File: config.mk
export PLATFORM = sky130hd
export DESIGN_NAME = count_uart_tx
export DESIGN_NICKNAME = d
export VERILOG_FILES = /design/src/rtl/count_uart_pkg.sv /design/src/rtl/count_uart_tx_byte_fifo.sv /design/src/rtl/count_uart_tx.sv
export SDC_FILE = /design/constraint.sdc
export NUM_CORES = 1
export LEC_CHECK = 0
export ABC_AREA = 0
export ABC_CLOCK_PERIOD_IN_PS = 3000
export BUFFER_PORTS_ARGS = -buffer_cell sky130_fd_sc_hd__buf_4
export CAP_MARGIN = 20
export CELL_PAD_IN_SITES_DETAIL_PLACEMENT = 0
export CELL_PAD_IN_SITES_GLOBAL_PLACEMENT = 2
export CORE_MARGIN = 2
export CORE_UTILIZATION = 43
export DETAILED_ROUTE_END_ITERATION = 8
export PLACE_DENSITY_LB_ADDON = 0.25
export SYNTH_ARGS = -nofsm -noshare
export SYNTH_HDL_FRONTEND = slang
export SYNTH_SLANG_ARGS = --single-unit
File: constraint.sdc
create_clock -name clk -period 3 [get_ports clk]
set_input_delay 0.3 -clock clk [delete_from_list [all_inputs] [get_ports clk]]
set_output_delay 0.3 -clock clk [all_outputs]
set_load 0.05 [all_outputs]
File: src/rtl/count_uart_pkg.sv
// Shared definitions for the counter UART transmitter: FSM states,
// frame constants and the FIFO level-width helper.
package count_uart_pkg;

  localparam int UART_DATA_BITS = 8;

  typedef enum logic [1:0] {
    IDLE  = 2'd0,
    START = 2'd1,
    DATA  = 2'd2,
    STOP  = 2'd3
  } uart_state_e;

  // Occupancy runs 0..depth inclusive, so it needs one bit more than a pointer.
  function automatic int level_width(input int depth);
    return $clog2(depth) + 1;
  endfunction

endpackage

File: src/rtl/count_uart_tx_byte_fifo.sv
// Small synchronous byte FIFO with push/pop and an explicit occupancy count.
// Pointers wrap naturally because the depth is a power of two.
module byte_fifo
  import count_uart_pkg::*;
#(
  parameter int DEPTH = 4,
  parameter int LVL_W = level_width(DEPTH)
) (
  input  logic                      clk,
  input  logic                      rst_n,
  input  logic                      push_i,
  input  logic [UART_DATA_BITS-1:0] wr_data_i,
  input  logic                      pop_i,
  output logic [UART_DATA_BITS-1:0] rd_data_o,
  output logic [LVL_W-1:0]          level_o,
  output logic                      full_o,
  output logic                      empty_o
);

  localparam int PTR_W = $clog2(DEPTH);

  logic [UART_DATA_BITS-1:0] mem_q [DEPTH];
  logic [PTR_W-1:0]          wr_ptr_q;
  logic [PTR_W-1:0]          rd_ptr_q;
  logic [LVL_W-1:0]          level_q;
  logic                      push_ok;
  logic                      pop_ok;

  assign full_o    = (level_q == LVL_W'(DEPTH));
  assign empty_o   = (level_q == '0);
  assign push_ok   = push_i && !full_o;
  assign pop_ok    = pop_i && !empty_o;
  assign rd_data_o = mem_q[rd_ptr_q];
  assign level_o   = level_q;

  // Storage array; holds data only, so it carries no reset.
  always_ff @(posedge clk) begin
    if (push_ok) begin
      mem_q[wr_ptr_q] <= wr_data_i;
    end
  end

  // Pointers and occupancy; a simultaneous push and pop leaves the level unchanged.
  always_ff @(posedge clk or negedge rst_n) begin
    if (!rst_n) begin
      wr_ptr_q <= '0;
      rd_ptr_q <= '0;
      level_q  <= '0;
    end else begin
      if (push_ok) wr_ptr_q <= wr_ptr_q + PTR_W'(1);
      if (pop_ok)  rd_ptr_q <= rd_ptr_q + PTR_W'(1);
      case ({push_ok, pop_ok})
        2'b10:   level_q <= level_q + LVL_W'(1);
        2'b01:   level_q <= level_q - LVL_W'(1);
        default: level_q <= level_q;
      endcase
    end
  end

endmodule

File: src/rtl/count_uart_tx.sv
// 8N1 UART transmitter fed by a valid/ready byte FIFO. The FSM pops the
// FIFO head into a shift register and serializes it LSB first; frames
// run back to back with no idle bit while the FIFO has data.
module count_uart_tx
  import count_uart_pkg::*;
#(
  parameter int CLKS_PER_BIT = 16,
  parameter int FIFO_DEPTH   = 4
) (
  input  logic                                 clk,
  input  logic                                 rst_n,
  input  logic [UART_DATA_BITS-1:0]            in_data,
  input  logic                                 in_valid,
  output logic                                 in_ready,
  output logic                                 txd,
  output logic                                 busy,
  output logic [level_width(FIFO_DEPTH)-1:0]   fifo_level
);

  localparam int LVL_W  = level_width(FIFO_DEPTH);
  localparam int BAUD_W = $clog2(CLKS_PER_BIT);
  localparam logic [BAUD_W-1:0] BAUD_LAST = BAUD_W'(CLKS_PER_BIT - 1);
  localparam logic [2:0]        BIT_LAST  = 3'(UART_DATA_BITS - 1);

  uart_state_e               state_q;
  logic [BAUD_W-1:0]         baud_q;
  logic [2:0]                bit_q;
  logic [UART_DATA_BITS-1:0] shift_q;
  logic                      txd_q;
  logic                      busy_q;

  logic                      push_w;
  logic                      pop_w;
  logic                      fifo_full;
  logic                      fifo_empty;
  logic [UART_DATA_BITS-1:0] head_data;
  logic                      baud_last;
  logic                      stay_idle;
  logic [LVL_W-1:0]          level_d;

  // Acceptance uses the registered level, so a full FIFO refuses even on a pop cycle.
  assign in_ready  = !fifo_full;
  assign push_w    = in_valid && in_ready;
  assign baud_last = (baud_q == BAUD_LAST);
  // The FSM takes a byte when idle, or on the final stop cycle to chain frames.
  assign pop_w     = !fifo_empty &&
                     ((state_q == IDLE) || ((state_q == STOP) && baud_last));
  // FSM will be in IDLE after this edge.
  assign stay_idle = !pop_w &&
                     ((state_q == IDLE) || ((state_q == STOP) && baud_last));
  assign txd       = txd_q;
  assign busy      = busy_q;

  byte_fifo #(
    .DEPTH (FIFO_DEPTH),
    .LVL_W (LVL_W)
  ) u_fifo (
    .clk       (clk),
    .rst_n     (rst_n),
    .push_i    (push_w),
    .wr_data_i (in_data),
    .pop_i     (pop_w),
    .rd_data_o (head_data),
    .level_o   (fifo_level),
    .full_o    (fifo_full),
    .empty_o   (fifo_empty)
  );

  // Post-edge FIFO occupancy, needed so busy is registered in step with the level.
  always_comb begin
    level_d = fifo_level;
    if (push_w && !pop_w) begin
      level_d = fifo_level + LVL_W'(1);
    end else if (pop_w && !push_w) begin
      level_d = fifo_level - LVL_W'(1);
    end
  end

  // Transmit FSM with baud counter, bit counter, shift register and registered line outputs.
  always_ff @(posedge clk or negedge rst_n) begin
    if (!rst_n) begin
      state_q <= IDLE;
      baud_q  <= '0;
      bit_q   <= '0;
      shift_q <= '0;
      txd_q   <= 1'b1;
      busy_q  <= 1'b0;
    end else begin
      busy_q <= stay_idle ? (level_d != '0) : 1'b1;
      case (state_q)
        IDLE: begin
          txd_q  <= 1'b1;
          baud_q <= '0;
          if (pop_w) begin
            shift_q <= head_data;
            txd_q   <= 1'b0;
            state_q <= START;
          end
        end
        START: begin
          if (baud_last) begin
            baud_q  <= '0;
            bit_q   <= '0;
            txd_q   <= shift_q[0];
            state_q <= DATA;
          end else begin
            baud_q <= baud_q + BAUD_W'(1);
          end
        end
        DATA: begin
          if (baud_last) begin
            baud_q <= '0;
            if (bit_q == BIT_LAST) begin
              txd_q   <= 1'b1;
              state_q <= STOP;
            end else begin
              shift_q <= {1'b0, shift_q[UART_DATA_BITS-1:1]};
              txd_q   <= shift_q[1];
              bit_q   <= bit_q + 3'd1;
            end
          end else begin
            baud_q <= baud_q + BAUD_W'(1);
          end
        end
        STOP: begin
          if (baud_last) begin
            baud_q <= '0;
            if (pop_w) begin
              shift_q <= head_data;
              txd_q   <= 1'b0;
              state_q <= START;
            end else begin
              state_q <= IDLE;
            end
          end else begin
            baud_q <= baud_q + BAUD_W'(1);
          end
        end
        default: begin
          state_q <= IDLE;
          txd_q   <= 1'b1;
        end
      endcase
    end
  end

endmodule

# Word-level counts from Yosys, hierarchy flattened
# Memories as Yosys holds them, arrays and structs flattened.
# Index checks and enable logic that the tools add are counted.
# word_totals
n_memories	1
inputBits	11
elab_cells	86
romBits	0
latchBits	0
out_inout_bits	6
ramBits	32
reg_bits	26
# op_classes
n_shift	0
add_sub_neg	6
n_div	0
eq_ne	15
muxes	31
mul	0
n_reduce_logical	24
magnitude_cmp	0
bitwise	0
# mem_list
name	depth	word_bits	read_ports	rd_ports_with_merged_regs	write_ports	line_no	text
u_fifo.mem_q	4	8	1	0	1	count_uart_tx_byte_fifo.sv:22	logic [UART_DATA_BITS-1:0] mem_q [DEPTH];
# ops
cell	n
8-bit two-way mux	4
8-bit case mux with 3 select lines	1
3-bit two-way mux	5
2-bit inequality test (second input constant)	7
3-bit case mux with 2 select lines	2
4-bit AND reduction	3
1-bit two-way mux	10
2-bit two-way mux	5
1-bit logical AND	8
2-bit case mux with 4 select lines	1
4-bit case mux with 2 select lines	1
3-bit by 1-bit adder with 3-bit output (second input constant)	2
2-bit == test (second input constant)	3
3-bit == test (second input constant)	2
3-bit nonzero test	2
5-bit AND reduction	1
2-bit by 1-bit adder with 2-bit output (second input constant)	2
4-bit by 1-bit adder with 4-bit output (second input constant)	1
2-bit by 1-bit == test with 1-bit output (second input constant)	2
4-bit == test (second input constant)	1
1-bit logical NOT	4
4-bit two-way mux	1
1-bit case mux with 4 select lines	1
2-bit nonzero test	2
other kinds (5)	5

# Longest topological paths before layout
# depth
depth_word	9
mapped_depth	8
depth_no_buf	8

# Modules after synthesis
# A second synthesis with hierarchy kept.
# hier_totals
hier_cells	186
area_unflattened_um2	2743.9
# by_module_without_submodules
mod	area_per_inst_um2	n_inst	seq_area_each_um2	cells_each
byte_fifo	1592.8	1	1136.1	79
count_uart_tx	1151.1	1	476.7	107

# Least setup slack after synthesis
# OpenSTA, ideal clock, no wires.
# synth_path
path_type	register -> register
start	register u_fifo.level_q[0] (netlist: u_fifo.level_o[0])
end	register shift_q[0]
path_stages_with_launch	8
setup_ns	0.125
synth_period_minus_slack_ns	2.469
slack_ns	0.531
arrival_ns	2.344
required_ns	2.875
n_path_buf	1
path_cell_list	dfrtp_1 > inv_1 > ha_1 > nor2b_1 > or4b_1 > a21o_1 > buf_6 > mux2_4
# synth_via
elab_chain_len	6
# synth_rtl
item	line_no	text
start, declared	count_uart_tx_byte_fifo.sv:25	logic [LVL_W-1:0] level_q;
start signal, assigned	count_uart_tx_byte_fifo.sv:53	2'b10: level_q <= level_q + LVL_W'(1);
start signal, assigned	count_uart_tx_byte_fifo.sv:54	2'b01: level_q <= level_q - LVL_W'(1);
start signal, assigned	count_uart_tx_byte_fifo.sv:55	default: level_q <= level_q;
3-bit logical NOT (*)	count_uart_tx_byte_fifo.sv:30	assign empty_o = (level_q == '0);
1-bit logical NOT (*)	count_uart_tx.sv:46	assign pop_w = !fifo_empty &&
1-bit logical AND (*)	count_uart_tx.sv:46	
8-bit two-way mux (*)	n/a	
8-bit two-way mux	n/a	
8-bit case mux with 3 select lines (*)	n/a	
end signal, assigned	count_uart_tx.sv:95	shift_q <= head_data;
end signal, assigned	count_uart_tx.sv:117	shift_q <= {1'b0, shift_q[UART_DATA_BITS-1:1]};
end signal, assigned	count_uart_tx.sv:129	shift_q <= head_data;
end, declared	count_uart_tx.sv:28	logic [UART_DATA_BITS-1:0] shift_q;
# Mark *: on every way between the ends. The rest lies on a longest branch, timed or not. The select of a mux whose other input is x is not followed.
# A chain may end at the register's enable or synchronous reset.

# Worst setup path in the final report
# layout_path
start	register state_q[0]
end	register shift_q[0]
# layout_via
elab_chain_len	7
elab_cells_between_ends	14
classes_between	5 x eq/ne; 3 x mux; 6 x reduce/logical
# layout_rtl
item	line_no	text
start, declared	count_uart_tx.sv:25	uart_state_e state_q;
start signal, assigned	count_uart_tx.sv:82	state_q <= IDLE;
start signal, assigned	count_uart_tx.sv:97	state_q <= START;
start signal, assigned	count_uart_tx.sv:105	state_q <= DATA;
2-bit == test	count_uart_tx.sv:47, count_uart_tx.sv:90	
1-bit logical AND	count_uart_tx.sv:47	((state_q == IDLE) || ((state_q == STOP) && baud_last));
1-bit logical OR	count_uart_tx.sv:47	
1-bit logical AND	count_uart_tx.sv:46	
8-bit two-way mux (2 in a row)	n/a	
8-bit case mux with 3 select lines	count_uart_tx.sv:90	case (state_q)
# Several ways; a longest one is shown, not always the timed one. The select of a mux whose other input is x is not followed.

==> results_dict.tcl <==
set metrics [dict create \
    tns_ns 0 \
    async_flop_share_pct 44.83 \
    placed_cell_area_sq_um 2865 \
    critical_path.max_fanout 19 \
    startpoint_type "flip-flop" \
    setup-violations-final 0 \
    vdd_ir_drop_max_v 0.0004924 \
    ctsHoldBuffers 1 \
    cts.clk_slew.worst_paths_ns 0.07 \
    clockPowerShare_pct 18.8 \
    synthXorXnorAreaFrac_pct 2.289 \
    via_per_inst 5.252 \
    die_y_um 82.93 \
    clock-sinks 58 \
    synth_fp_nets 206 \
    synth_fa_ha_area_share_pct 7.473 \
    synth-simple-area-share_pct 6.726 \
    synth_compound_area_share_pct 6.352 \
    dp.final_hpwl_um 3027 \
    rsz0062_at_grt "false" \
    p_leak_uw 0.001238 \
    finalNonFillerCells 282 \
    ant_nets 0 \
    synth_enable_flop_cells 32 \
    cts_tree "built" \
    drv_slew 0 \
    cap_violations 0 \
    power.internal_uw 2055 \
    multi_input_area_sq_um 1012 \
    sw_frac_of_total_pct 36.15 \
    fmaxAchievable_mhz 418.7 \
    ioPinCount 17 \
    cts_resized 0 \
    ys_ff_latch 58 \
    final_area_sq_um 3045 \
    grt_pass1_wl_um 7293 \
    power_frac_comb_pct 40.9 \
    avgSynthCellArea_sq_um 14.97 \
    critPathMaxStageDelay_ns 0.59 \
    clock_latency_ns 0.34 \
    dr.pass1.iters 5 \
    layout-drive-gt1-share_pct 28.02 \
    grt-ovfl-total 0 \
    dp.cells 265 \
    finalPower_uw 3218 \
    cp-end-kind "flip-flop" \
    dieArea_sq_um 6877 \
    synthCells 179 \
    initial_core_util_pct 44.98 \
    cp.arrival_ns 2.61 \
    track_usage_pct 13.69 \
    skew_ns 0.009392 \
    p_sw_uw 1163 \
    ys_seq_area_share_pct 60.21 \
    cts_made_buffers 9 \
    root_buffer "clkbuf_8" \
    port_buffers 16 \
    antenna_found_initial 0 \
    gp_congestion 0.7222 \
    pwr-share-seq_pct 40.3 \
    hold_violations 0 \
    dr_total_vias 1481 \
    path_class "reg2reg" \
    cts_setup_buffers 0 \
    drcViolationCount 0 \
    regArea_sq_um 1613 \
    tightest_slew_ns 0.6818 \
    power_per_cell_area_nw_per_um2 1057 \
    cts_max_level 3 \
    ys.warnings.count 0 \
    drtIter0Drc 72 \
    fin_util_pct 51.13 \
    path_cells "inv_1 -> ha_1 -> or4b_1 -> a21o_1 -> mux2_4" \
    synth_top_family_by_area "multiplexers" \
    fin_crit_sh_pct 79.60 \
    grt_start_max_net_pins 27 \
    synthMuxAreaShare_pct 14.95 \
    crit_required_ns 3.22 \
    synth_ff_type "edfxtp_1" \
    grt_pass1_vias 1495 \
    min_period_ns 2.388 \
    relSlewSlack_pct 54.45 \
    clk_path_buf_depth 2 \
    ys_types 34 \
    antennaDiodeCount 0 \
    core_area_sq_um 5956 \
    fp.dieW_um 82.93 \
    routed_wl_um 4353 \
    syn_area_sq_um 2679 \
    status "finished, final reports clean" \
    rows 28 \
    fin_nets 229 \
    slowest_stage "or4b_1" \
    area_delta_synth_final_pct 13.69 \
    fill_cells 511 \
    hp-class "in2reg" \
    wl_per_cell_um 15.44 \
]
==> layer usage <==
layer	wire length, um	vias to the layer above	global-route usage, %
met3	137	8	3.479
met1	1971	739	17.37
met4	104	0	8.942
met5	0	-	0
met2	2138	29	20.82
li1	-	705	-
==> cells by family (layout without fill, tap and decap cells) <==
kind of cell | count (synthesis) | in the layout
mux | 25 | 25
flops | 58 | 58
buf+inv | 12 | 40
xor+xnor | 7 | 7
fa+ha+maj | 16 | 16
simple gates | 36 | 36
compound gates | 25 | 25
==> metrics by stage <==
step | hold WS [ns] | setup slack, ns
after floorplan | 0.004409 | 0.5307
after global placement | 0.2228 | 0.6783
after detailed placement | 0.2320 | 0.6167
after CTS | 0.1458 | 0.6117
after global routing | 0.1518 | 0.5208
final | 0.1555 | 0.6119
==> cell usage after synthesis, types with 2 or more instances <==
cell type,n,area share [%]
a21o_1,2,0.56
a21oi_1,2,0.37
a22o_1,5,1.6
a31oi_1,3,0.70
and2_1,4,0.93
clkbuf_1,3,0.42
dfrtp_1,25,23
edfxtp_1,32,36
ha_1,16,7.5
inv_1,7,0.98
mux2_2,8,3.4
mux2_4,8,4.5
mux4_2,8,6.7
nand2_1,8,1.1
nor2_1,12,1.7
nor2b_1,4,0.93
nor3_1,4,0.75
o21ai_0,7,1.3
xnor2_1,5,1.6
xor2_1,2,0.65
==> worst max-delay path, delay by kind of cell, from the launching register on <==
family / cells / cell delay (ns)
AND/OR/NAND/NOR: 1 / 0.59
adder cells (fa/ha/maj): 1 / 0.44
flip-flops: 1 / 0.43
multiplexers: 1 / 0.35
AO/OA/AOI/OAI: 1 / 0.34
buffers and inverters: 1 / 0.11
==> registers in the layout, indices dropped and copies added (netlist names) <==
register         cells
baud_q               4
bit_q                3
busy                 1
shift_q              8
state_q              2
txd                  1
u_fifo.level_o       3
u_fifo.mem_q        32
u_fifo.rd_ptr_q      2
u_fifo.wr_ptr_q      2
==> power by group through the flow <==
| stage | clock [uW] | combinational [uW] | sequential, uW |
|---|---|---|---|
| after detailed placement | 0 | 1330 | 1310 |
| after CTS | 622 | 1330 | 1300 |
| final | 606 | 1320 | 1300 |
| after floorplan | 0 | 1040 | 1320 |
| after global placement | 0 | 1280 | 1300 |
| after global routing | 656 | 1460 | 1330 |
==> final timing paths <==
kind | startpoint | end | slack, ns | cells after the start
max | state_q[0]$_DFFE_PN0P_ | shift_q[0]$_DFFE_PN0P_ | 0.61 | 5
min | in_data[3] | u_fifo.mem_q[1][3]$_DFFE_PP_ | 0.16 | 1
max reg2reg | state_q[0]$_DFFE_PN0P_ | shift_q[0]$_DFFE_PN0P_ | 0.61 | 5
min reg2reg | baud_q[0]$_DFF_PN0_ | baud_q[0]$_DFF_PN0_ | 0.49 | 1
max in group asynchronous | rst_n | txd$_DFFE_PN1P_ | 2.29 | 2
min in group asynchronous | rst_n | bit_q[0]$_DFFE_PN0P_ | 0.41 | 2
==> cell type report <==
cell class                      instances  area share (%)
Clock inverter                          7           1.520
Timing Repair Buffer                   17           4.273
Inverter                                7          0.8628
Multi-Input combinational cell        109           33.24
Tap cell                               75           3.081
Clock buffer                            9           4.067
Sequential cell                        58           52.96
==> placed cells by master (no fill, tap or decap), types with 3 or more instances in the layout <==
cell	synthesis	final
xnor2_1	5	5
clkbuf_8	0	9
ha_1	16	16
dfrtp_1	25	25
mux2_4	8	8
o21ai_0	7	7
and2_1	4	4
a31oi_1	3	3
buf_4	0	16
inv_1	7	7
nor2_1	12	12
edfxtp_1	32	32
nor3_1	4	4
nand2_1	8	8
mux2_2	8	8
mux4_2	8	8
a22o_1	5	5
nor2b_1	4	4
Note: power is estimated with default switching activity, not from simulation.
